$ cat src/rtl/memory_access_unit.sv
// Memory access unit: runs one Wishbone-classic transfer per control-unit request,
// with byte-lane steering, misalignment detection and load extension. Optional bus timeout: MAU_TIMEOUT_EN.
package memory_access_unit_pkg;
    typedef enum logic [1:0] {
        MEM_NONE   = 2'd0,
        FETCH_DATA = 2'd1,
        LOAD_DATA  = 2'd2,
        STORE_DATA = 2'd3
    } memory_operation_t;
endpackage

// state | meaning
// IDLE  | waiting for a request from the control unit
// CHECK | alignment check, bus outputs prepared
// BUS   | Wishbone cycle in flight, waiting for ack/err
// RESP  | read data aligned/extended, completion strobed
module memory_access_unit
    import memory_access_unit_pkg::*;
#(
    parameter int unsigned TIMEOUT_CYCLES = 255,
    parameter int unsigned ADDR_W         = 32
) (
    input  logic              clk,
    input  logic              rst,
    input  memory_operation_t memory_operation,
    input  logic              cyc,
    output logic              ack,
    output logic              done,
    output logic              data_valid,
    output logic              err,
    input  logic [2:0]        funct3_cu,
    input  logic [ADDR_W-1:0] address,
    input  logic [31:0]       store_data,
    output logic [31:0]       fetched_data,
    output logic [ADDR_W-1:0] wb_adr_o,
    output logic [31:0]       wb_dat_o,
    input  logic [31:0]       wb_dat_i,
    output logic [3:0]        wb_sel_o,
    output logic              wb_we_o,
    output logic              wb_cyc_o,
    output logic              wb_stb_o,
    input  logic              wb_ack_i,
    input  logic              wb_err_i
);

    typedef enum logic [1:0] {S_IDLE, S_CHECK, S_BUS, S_RESP} state_t;

    state_t            state_q, state_d;
    memory_operation_t op_q, op_d;
    logic [2:0]        f3_q, f3_d;
    logic [ADDR_W-1:0] addr_q, addr_d, adr_q, adr_d;
    logic [31:0]       sdata_q, sdata_d, rdata_q, rdata_d;
    logic [31:0]       fetched_q, fetched_d, dat_q, dat_d;
    logic [3:0]        sel_q, sel_d;
    logic              ack_q, ack_d, done_q, done_d, dv_q, dv_d, err_q, err_d;
    logic              bcyc_q, bcyc_d, we_q, we_d;

    logic              accept, timeout, bus_fail;
    logic              is_byte, is_half, misaligned;
    logic [3:0]        sel_calc;
    logic [31:0]       wdat_calc, shifted, rd_ext;

`ifdef MAU_TIMEOUT_EN
    localparam int unsigned CNT_W = ($clog2(TIMEOUT_CYCLES + 1) > 8) ? $clog2(TIMEOUT_CYCLES + 1) : 8;
    logic [CNT_W-1:0] cnt_q, cnt_d;
    // an ack on the terminal cycle wins over the timeout
    assign timeout = !wb_ack_i && !wb_err_i && ((cnt_q + 1'b1) == CNT_W'(TIMEOUT_CYCLES));
`else
    assign timeout = 1'b0;
`endif

    // a new request is never taken in the cycle done is being pulsed
    assign accept   = cyc && (memory_operation != MEM_NONE) && !done_q;
    assign bus_fail = wb_err_i || timeout;

    always_comb begin
        is_byte    = (op_q != FETCH_DATA) && (f3_q[1:0] == 2'b00);
        is_half    = (op_q != FETCH_DATA) && (f3_q[1:0] == 2'b01);
        misaligned = (is_half && addr_q[0]) || (!is_byte && !is_half && (addr_q[1:0] != 2'b00));
        shifted    = rdata_q >> {addr_q[1:0], 3'b000};
        if (is_byte) begin
            sel_calc  = 4'b0001 << addr_q[1:0];
            wdat_calc = {4{sdata_q[7:0]}};
            rd_ext    = f3_q[2] ? {24'b0, shifted[7:0]} : {{24{shifted[7]}}, shifted[7:0]};
        end else if (is_half) begin
            sel_calc  = addr_q[1] ? 4'b1100 : 4'b0011;
            wdat_calc = {2{sdata_q[15:0]}};
            rd_ext    = f3_q[2] ? {16'b0, shifted[15:0]} : {{16{shifted[15]}}, shifted[15:0]};
        end else begin
            sel_calc  = 4'b1111;
            wdat_calc = sdata_q;
            rd_ext    = shifted;
        end
    end

    always_comb begin
        state_d = state_q;
        case (state_q)
            S_IDLE:  if (accept) state_d = S_CHECK;
            S_CHECK: state_d = misaligned ? S_IDLE : S_BUS;
            S_BUS: begin
                if (bus_fail)      state_d = S_IDLE;
                else if (wb_ack_i) state_d = S_RESP;
            end
            S_RESP:  state_d = S_IDLE;
            default: state_d = S_IDLE;
        endcase
    end

    always_comb begin
        op_d      = op_q;
        f3_d      = f3_q;
        addr_d    = addr_q;
        sdata_d   = sdata_q;
        rdata_d   = rdata_q;
        fetched_d = fetched_q;
        adr_d     = adr_q;
        dat_d     = dat_q;
        sel_d     = sel_q;
        we_d      = we_q;
        bcyc_d    = bcyc_q;
        ack_d     = 1'b0;
        done_d    = 1'b0;
        dv_d      = 1'b0;
        err_d     = 1'b0;
`ifdef MAU_TIMEOUT_EN
        cnt_d     = cnt_q;
`endif
        case (state_q)
            S_IDLE: begin
                if (accept) begin
                    op_d    = memory_operation;
                    f3_d    = funct3_cu;
                    addr_d  = address;
                    sdata_d = store_data;
                    ack_d   = 1'b1;
                end
            end
            S_CHECK: begin
                if (misaligned) begin
                    err_d = 1'b1;
                end else begin
                    adr_d  = {addr_q[ADDR_W-1:2], 2'b00};
                    sel_d  = sel_calc;
                    dat_d  = wdat_calc;
                    we_d   = (op_q == STORE_DATA);
                    bcyc_d = 1'b1;
`ifdef MAU_TIMEOUT_EN
                    cnt_d  = '0;
`endif
                end
            end
            S_BUS: begin
`ifdef MAU_TIMEOUT_EN
                cnt_d = cnt_q + 1'b1;
`endif
                if (bus_fail) begin
                    bcyc_d = 1'b0;
                    we_d   = 1'b0;
                    err_d  = 1'b1;
                end else if (wb_ack_i) begin
                    bcyc_d  = 1'b0;
                    we_d    = 1'b0;
                    rdata_d = wb_dat_i;
                end
            end
            S_RESP: begin
                done_d = 1'b1;
                if (op_q != STORE_DATA) begin
                    dv_d      = 1'b1;
                    fetched_d = rd_ext;
                end
            end
            default: ;
        endcase
    end

    always_ff @(posedge clk or negedge rst) begin
        if (!rst) begin
            state_q   <= S_IDLE;
            op_q      <= MEM_NONE;
            f3_q      <= '0;
            addr_q    <= '0;
            sdata_q   <= '0;
            rdata_q   <= '0;
            fetched_q <= '0;
            adr_q     <= '0;
            dat_q     <= '0;
            sel_q     <= '0;
            we_q      <= 1'b0;
            bcyc_q    <= 1'b0;
            ack_q     <= 1'b0;
            done_q    <= 1'b0;
            dv_q      <= 1'b0;
            err_q     <= 1'b0;
`ifdef MAU_TIMEOUT_EN
            cnt_q     <= '0;
`endif
        end else begin
            state_q   <= state_d;
            op_q      <= op_d;
            f3_q      <= f3_d;
            addr_q    <= addr_d;
            sdata_q   <= sdata_d;
            rdata_q   <= rdata_d;
            fetched_q <= fetched_d;
            adr_q     <= adr_d;
            dat_q     <= dat_d;
            sel_q     <= sel_d;
            we_q      <= we_d;
            bcyc_q    <= bcyc_d;
            ack_q     <= ack_d;
            done_q    <= done_d;
            dv_q      <= dv_d;
            err_q     <= err_d;
`ifdef MAU_TIMEOUT_EN
            cnt_q     <= cnt_d;
`endif
        end
    end

    assign ack          = ack_q;
    assign done         = done_q;
    assign data_valid   = dv_q;
    assign err          = err_q;
    assign fetched_data = fetched_q;
    assign wb_adr_o     = adr_q;
    assign wb_dat_o     = dat_q;
    assign wb_sel_o     = sel_q;
    assign wb_we_o      = we_q;
    assign wb_cyc_o     = bcyc_q;
    assign wb_stb_o     = bcyc_q;

endmodule
$ cat config.mk
export PLATFORM = sky130hd
export DESIGN_NAME = memory_access_unit
export DESIGN_NICKNAME = d
export VERILOG_FILES = /design/src/rtl/memory_access_unit.sv
export SDC_FILE = /design/constraint.sdc
export NUM_CORES = 1
export LEC_CHECK = 0
export CAP_MARGIN = 20
export CORE_AREA = 2 2 154 156
export DETAILED_ROUTE_END_ITERATION = 16
export DIE_AREA = 0 0 156 158
export DONT_BUFFER_PORTS = 1
export PLACE_DENSITY = 0.59
export SLEW_MARGIN = 20
export SYNTH_ARGS = -nofsm -noshare
export SYNTH_HDL_FRONTEND = slang
export SYNTH_SLANG_ARGS = --single-unit
$ cat constraint.sdc
create_clock -name clk -period 5.2 [get_ports clk]
set_input_delay 0.52 -clock clk [delete_from_list [all_inputs] [get_ports clk]]
set_output_delay 0.52 -clock clk [all_outputs]
set_load 0.05 [all_outputs]
==> results.yml <==
floorplanning:
  die_area_um2: 24600
  io_pins: 213
  fp-row-count: 56
  dieWidth_um: 156
  core-area_um2: 23100
  fp.dieH_um: 158
  start_util_pct: 39.4
yosys:
  syn_area_per_cell_um2: 14.2
  synth.area.top_cells: "dfrtp_1, mux2_2, mux2_4"
  yosysWarnings: 0
  async_flop_share_pct: 100
  yosysTopAreaCellShare_pct: 57.0
  synthesis.area_um2: 9090
  ys_ff_latch: 207
  syn_inst: 639
  synth_area_leader_cell: "dfrtp_1"
  synthFlopType: "dfrtp_1"
  seq_area_frac_synth_pct: 57.0
  synth.distinct_cells: 49
  synth_edf_count: 0
placed_design:
  gp_congestion: 0.815
  dp_cells: 898
  portBuffers: 0
  dp_hpwl_um: 14400
drt:
  vias: 5128
  drc: 0
  drtIter0Drc: 265
  final_antenna_net_count: 0
  wirelength_um: 21000
  viasPerCell: 5.44
  detail_route.first_pass.iterations: 4
  wl_per_cell_um: 22.2
sta:
  setup_violations: 0
  whs_ps: -293
  rsz0062_at_grt: "false"
  worst-slew-pin-transition_ps: 1030
  setup_tns_ps: 0
  slew_viol_final: 0
  hold_violations: 207
  fmax_mhz: 351
  slew_headroom_pct: 30.8
  period_share_pct: 54.8
  finClkSkew_ps: 8.86
  layout_min_cycle_time_ps: 2850
global_route:
  grt_pass1_vias: 5386
  antenna_found_initial: 1
  grt_first_pass_wirelength_um: 32000
  grt_max_degree: 208
  overflow: 0
  grt_usage_pct: 16.7
clock_network:
  clock-sinks: 207
  htreeDepth: 1
  clkTransAtPathRegs_ps: 60
  tritoncts: "done"
  clockBufferDepth: 3
  ctsRootBufferMaster: "clkbuf_16"
  cts-buffers-inserted: 24
  insertion_delay_ps: 510
  post_cts_buffers: 0
  cts_resized: 0
worst_setup_path:
  cp_max_fo: 43
  required_ps: 5590
  crit_path_max_incr_delay_ps: 800
  critical_path_class: "register to register"
  critPathSlowestCell: "nand3_4"
  cpLargestDelayFamily: "simple AND/OR/NAND/NOR gates"
  cp.arrival_ps: 3240
  crit_buf_inv: 2
  end_kind: "register"
  startpoint_type: "register"
  path_cells: "inv_1 -> ha_1 -> nand3_4 -> buf_4 -> mux2_4"
layout:
  fin_nets: 745
  area_growth_pct: 11.4
  fin_cells: 943
  drive_gt1_share_pct: 37.1
hold_path:
  hold_path_class: "primary input to async pin"
run_status:
  status: "finished, violations left"
  violations: "hold timing"
flow_run:
  maxCapViolCount: 0
[through the flow]
stage | area, um2 | utilization, % | setup slack [ps]
after floorplan | 9090 | - | 3410
after global placement | 9290 | 40.3 | 2450
after detailed placement | 9290 | 40.3 | 2330
after CTS | 10100 | 43.9 | 2310
after global routing | 10100 | 43.9 | 2100
final | 10100 | 43.9 | 2350
[logic make-up after synthesis]
family          count (synthesis)  synth area share [%]
buf+inv                        49                  3.03
flops                         207                  57.0
fa+ha+maj                       5                 0.688
compound gates                 88                  6.51
xor+xnor                        1                0.0964
mux                           212                  28.4
other cells                     1                0.0413
simple gates                   76                  4.21
[layer usage]
layer	GRT usage (%)	vias to the layer above	wire length, um
met5	0	-	13
met4	3.84	2	342
met3	6.41	29	1940
met2	26.6	176	10000
met1	21.6	2631	8650
li1	-	2290	-
[cell type report]
class | count | area [um2]
multi-input combinational | 384 | 3660
fill | 2055 | 12900
timing repair buffer | 7 | 52.6
clock inverter | 8 | 118
clock buffer | 36 | 717
antenna | 1 | 2.50
sequential | 207 | 5180
tap | 290 | 363
inverter | 10 | 37.5
[cells in the final DEF (no fill, tap or decap), types with 17 or more instances in the layout]
cell type  count
nor2_1        28
o21ai_0       18
mux2i_1       24
dfrtp_1      207
mux2_2       128
a21oi_1       32
nand2_1       17
mux2_4        60
a221o_1       17
clkbuf_16     25
[registers in the layout, summed over array words and instances, names as in the netlist]
signal,cells
wb_we_o,1
wb_dat_o,32
rdata_q,32
done,1
op_q,2
wb_sel_o,4
addr_q,32
err,1
state_q,2
f3_q,3
ack,1
wb_cyc_o,1
fetched_data,32
sdata_q,32
data_valid,1
wb_adr_o,30
[cell usage after synthesis (all sizes together), types with 2 or more instances]
| cell type | number |
|---|---|
| mux2 | 188 |
| o21ai | 19 |
| a21oi | 33 |
| nand2 | 17 |
| o211ai | 2 |
| nand2b | 3 |
| nand3 | 5 |
| a31oi | 2 |
| and2 | 8 |
| a22oi | 2 |
| mux2i | 24 |
| a22o | 2 |
| inv | 10 |
| nor3 | 3 |
| a221o | 17 |
| nor2 | 29 |
| nor2b | 6 |
| nand4 | 2 |
| buf | 31 |
| ha | 5 |
| clkbuf | 8 |
| dfrtp | 207 |
[final timing paths]
check / start / to / slack, ps / cells past startpoint
worst min register to register: addr_q[7] / wb_adr_o[7] / 500 / 1
min in group clk: store_data[12] / sdata_q[12] / 160 / 1
worst min-delay path: rst / fetched_data[5] / -290 / 0
worst max-delay path: state_q[1] / wb_adr_o[2] / 2350 / 5
max in group asynchronous: rst / wb_adr_o[6] / 5220 / 0
worst max register to register: state_q[1] / wb_adr_o[2] / 2350 / 5
Power is left out: the tool's default activity adds up to more than one toggle a clock period on the data nets, which glitch-free logic cannot reach.
==> edit 1, RTL diff (same settings) <==
The 4 states of `state_t` get a one-hot encoding in 4 bits.
--- a/src/rtl/memory_access_unit.sv
+++ b/src/rtl/memory_access_unit.sv
@@ -43,7 +43,7 @@
     input  logic              wb_err_i
 );
 
-    typedef enum logic [1:0] {S_IDLE, S_CHECK, S_BUS, S_RESP} state_t;
+    typedef enum logic [3:0] {S_IDLE = 4'b0001, S_CHECK = 4'b0010, S_BUS = 4'b0100, S_RESP = 4'b1000} state_t;
 
     state_t            state_q, state_d;
     memory_operation_t op_q, op_d;
Behaviour: same outputs for any inputs over 4 cycles, from zero or initial values and one cycle with rst low; so few cycles prove little.
==> edit 1 against the unedited design <==
  * Hold slack improved by 0.0016 ns
  * The run still ends with hold timing left
  * Sequential cell count increased by 2
  * Wire length increased by 1.3%
  * Worst setup slack got worse by 0.15 ns
  * Count of clock-buffer cells in the layout decreased by 4
  * Final area decreased by 2.2%
  * Area after synthesis decreased by 2.1%
==> edit 1: results (changes against the unedited design) <==
INFO  metric run_status = finished, violations left (unchanged)
INFO  metric failing_checks = hold timing (unchanged)
INFO  metric detail_route.wl_per_cell = 20.2 µm (was 22.2 µm)
INFO  metric post-dp-hpwl = 14,000 µm (was 14,400 µm)
INFO  metric max_slew_margin = 0.332 (was 0.308)
INFO  metric routedLengthMet1 = 8860 µm (was 8650 µm)
INFO  metric max_stage_delay = 0.91 ns (was 0.80 ns)
INFO  metric grt_use_met2 = 0.280 (was 0.266)
INFO  metric synth-compound-area-share = 0.0875 (was 0.0651)
INFO  metric crit_fanout = 24 (was 43)
INFO  metric critical_path.endpoint = fetched_data[23] (was wb_adr_o[2])
INFO  metric critical_path_arrival = 3.42 ns (was 3.24 ns)
INFO  metric number_of_antenna_violations_at_the_first_check_in_global_routing = 3 (was 1)
INFO  metric first_global_vias = 5,719 (was 5,386)
INFO  metric netlist_top_cells_count = dfrtp_1, nand2_1, mux2_1, o21ai_0, mux2_2 (was dfrtp_1, mux2_2, mux2_4, a21oi_1, nor2_1)
INFO  metric first_pass_grt_wire_length = 33,000 µm (was 32,000 µm)
INFO  metric number_of_hold_violations_in_the_final_report = 209 (was 207)
INFO  metric tritoncts_buffers = 25 (was 24)
INFO  metric fin_worst_hold_slack = -0.291 ns (was -0.293 ns)
INFO  metric worst_path_dominant_cell_family = compound AO/OA/AOI/OAI gates (was simple AND/OR/NAND/NOR gates)
INFO  metric fin_nets = 852 (was 745)
INFO  metric yosys-top-cells-area = dfrtp_1, mux2_1, nand2_1 (was dfrtp_1, mux2_2, mux2_4)
INFO  metric globalRouteMet1Util = 0.214 (was 0.216)
INFO  metric synth_adder_area_share = 0 (was 0.00688)
INFO  metric synthXorXnorAreaFrac = 0.000984 (was 0.000964)
INFO  metric startpoint = addr_q[1] (was state_q[1])
INFO  metric yosys_most_used_dff = dfrtp_1 (unchanged)
INFO  metric filler_cell_count = 2,169 (was 2,055)
INFO  metric grt_max_degree = 210 (was 208)
INFO  metric share_of_synthesized_area_spent_on_multiplexers = 0.190 (was 0.284)
INFO  metric place.gp.congestion = 0.795 (was 0.815)
INFO  metric min-delay-path-class = input port to asynchronous set/reset pin (unchanged)
INFO  metric gr-usage-all-layers = 0.171 (was 0.167)
INFO  metric drive_above_1_share = 0.137 (was 0.371)
INFO  metric worst_r2r_path_depth = 6 (was 5)
INFO  metric timing.critical_path.slowest_stage_cell = dfrtp_1 (was nand3_4)
INFO  metric via_per_inst = 5.23 (was 5.44)
INFO  metric wl_met3 = 2060 µm (was 1940 µm)
INFO  metric synth.distinct_cells = 47 (was 49)
INFO  metric ff2ff_setup_slack = 2.21 ns (was 2.35 ns)
[edit 1: through the flow]
| step | std cells | hold WS [ns] | area (µm²) | setup slack (ns) |
|---|---|---|---|---|
| final | 1053 | -0.291 | 9900 | 2.21 |
| after global routing | 1051 | -0.316 | 9890 | 2.01 |
| after CTS | 1051 | -0.313 | 9890 | 2.28 |
| after detailed placement | 1009 | 0.233 | 9070 | 2.29 |
| after global placement | 1009 | 0.232 | 9070 | 2.35 |
| after floorplan | 761 | 0.224 | 8900 | 3.26 |
[edit 1: area by class of cell]
cell class	instances	area share
repair buffers	8	0.00607
clock inverters	10	0.0143
well taps	290	0.0367
clock buffers	32	0.0679
inverters	5	0.00190
multi-input cells	497	0.344
flip-flops and latches	209	0.528
diodes	2	0.000506
[edit 1: where the power goes]
| part | total [mW] | internal (mW) | switching, mW |
|---|---|---|---|
| registers | 4.01 | 2.29 | 1.72 |
| clock network | 1.73 | 1.06 | 0.667 |
| logic | 1.49 | 0.747 | 0.748 |
| total | 7.23 | 4.10 | 3.14 |
==> edit 2, RTL diff (same settings) <==
Made on the original files. The parameter `ADDR_W` goes from 32 to 64.
--- a/src/rtl/memory_access_unit.sv
+++ b/src/rtl/memory_access_unit.sv
@@ -18,7 +18,7 @@
     import memory_access_unit_pkg::*;
 #(
     parameter int unsigned TIMEOUT_CYCLES = 255,
-    parameter int unsigned ADDR_W         = 32
+    parameter int unsigned ADDR_W         = 64
 ) (
     input  logic              clk,
     input  logic              rst,
Interface: changed (resized address and wb_adr_o); port bits go from 213 to 277. The function was not compared with the original's and may differ.
==> edit 2 against the unedited design <==
  * The run still ends with hold timing left
  * Non-clock buffer count grew 1
  * Die area stayed put
  * Worst setup slack worse by 0.074 ns
  * Synthesized cell count grew 21%
  * Critical path type unchanged
  * Global-route usage rose by 3.2 points
  * Final area grew 25%
  * Sequential cell count up 64
  * Wire length up 19%
  * Area after synthesis grew 26%
  * Hold slack worse by 0.023 ns
Power is not shown: default switching activity piles up to over one toggle a cycle in this logic, so the estimate is an artifact.
==> edit 2: results (changes against the unedited design) <==
INFO  metric synth_adder_area_share = 0.00547 (was 0.00688)
INFO  metric met2RoutedLength = 11,900 µm (was 10000 µm)
INFO  metric filler_cell_count = 1,899 (was 2,055)
INFO  metric wl_met3 = 2640 µm (was 1940 µm)
INFO  metric synthesized_area_per_cell = 14.8 µm² (was 14.2 µm²)
INFO  metric synthXorXnorAreaFrac = 0.000766 (was 0.000964)
INFO  metric fin_nets = 911 (was 745)
INFO  metric first_pass_grt_wire_length = 38,400 µm (was 32,000 µm)
INFO  metric tritoncts_buffers = 29 (was 24)
INFO  metric drive_above_1_share = 0.397 (was 0.371)
INFO  metric finalWirelength = 24,900 µm (was 21,000 µm)
INFO  metric dpl_cell_area = 11,600 µm² (was 9290 µm²)
INFO  metric number_of_antenna_violations_at_the_first_check_in_global_routing = 4 (was 1)
INFO  metric placedCellCount = 1,027 (was 898)
INFO  metric number_of_hold_violations_in_the_final_report = 271 (was 207)
INFO  metric run_status = finished, violations left (unchanged)
INFO  metric max_slew.worst_pin.slew = 1.02 ns (was 1.03 ns)
INFO  metric synth.yosys.seq_area_share = 0.593 (was 0.570)
INFO  metric first_iter_violations = 319 (was 265)
INFO  metric crit_fanout = 49 (was 43)
INFO  metric globalRouteMet1Util = 0.248 (was 0.216)
INFO  metric clkLatencyLatePin = 0.54 ns (was 0.51 ns)
INFO  metric routedLengthMet1 = 9820 µm (was 8650 µm)
INFO  metric critical_path_arrival = 3.35 ns (was 3.24 ns)
INFO  metric detailedPlace.worstSlack = 2.25 ns (was 2.33 ns)
INFO  metric place.gp.congestion = 0.821 (was 0.815)
INFO  metric fin_worst_hold_slack = -0.316 ns (was -0.293 ns)
INFO  metric share_of_synthesized_area_spent_on_multiplexers = 0.289 (was 0.284)
INFO  metric first_global_vias = 6,588 (was 5,386)
INFO  metric gr-usage-all-layers = 0.199 (was 0.167)
INFO  metric netlist_top_cells_count = dfrtp_1, mux2_2, mux2_4, a21oi_1, nor2_1 (unchanged)
INFO  metric largest_register_ffs = 64
INFO  metric via_per_inst = 5.71 (was 5.44)
INFO  metric post-cts-setup-buffers = 0 (unchanged)
INFO  metric post-dp-hpwl = 16,800 µm (was 14,400 µm)
INFO  metric via_count = 6,193 (was 5,128)
INFO  metric groute.layer.met3.usage = 0.0881 (was 0.0641)
INFO  metric grt_use_met2 = 0.321 (was 0.266)
INFO  metric synth-compound-area-share = 0.0517 (was 0.0651)
INFO  metric largest_register = addr_q
INFO  metric yosys-top-cells-area = dfrtp_1, mux2_2, mux2_4 (unchanged)
INFO  metric failing_checks = hold timing (unchanged)
INFO  metric synth.distinct_cells = 47 (was 49)
INFO  metric grt_max_degree = 272 (was 208)
INFO  metric worst_clock_skew = 0.0121 ns (was 0.00886 ns)
INFO  metric dr.pass1.iters = 4 (unchanged)
INFO  metric max_stage_delay = 0.86 ns (was 0.80 ns)
## edit 2: cell count changes after synthesis, sizes merged
cell / unedited run / this run
dfrtp: 207 / 271
clkbuf: 8 / 12
buf: 31 / 35
nor2b: 6 / 5
and2b: 0 / 1
mux2: 188 / 252
## edit 2: cell type report
type | count | area, µm² | share of cell area
Antenna cell | 4 | 10.0 | 0.000791
Clock buffer | 44 | 852 | 0.0674
Clock inverter | 9 | 155 | 0.0123
Inverter | 10 | 37.5 | 0.00297
Multi-Input combinational cell | 448 | 4380 | 0.346
Sequential cell | 271 | 6780 | 0.536
Tap cell | 290 | 363 | 0.0287
Timing Repair Buffer | 8 | 72.6 | 0.00574
## edit 2: worst paths after layout
check,start,end,slack [ns],cells past startpoint
max in group asynchronous,rst,wb_dat_o[16],4.91,0
min,rst,fetched_data[30],-0.32,0
min in group clk,address[13],addr_q[13],0.12,1
max,state_q[1],wb_adr_o[49],2.28,5
max reg2reg,state_q[1],wb_adr_o[49],2.28,5
min reg2reg,addr_q[14],addr_q[14],0.50,1
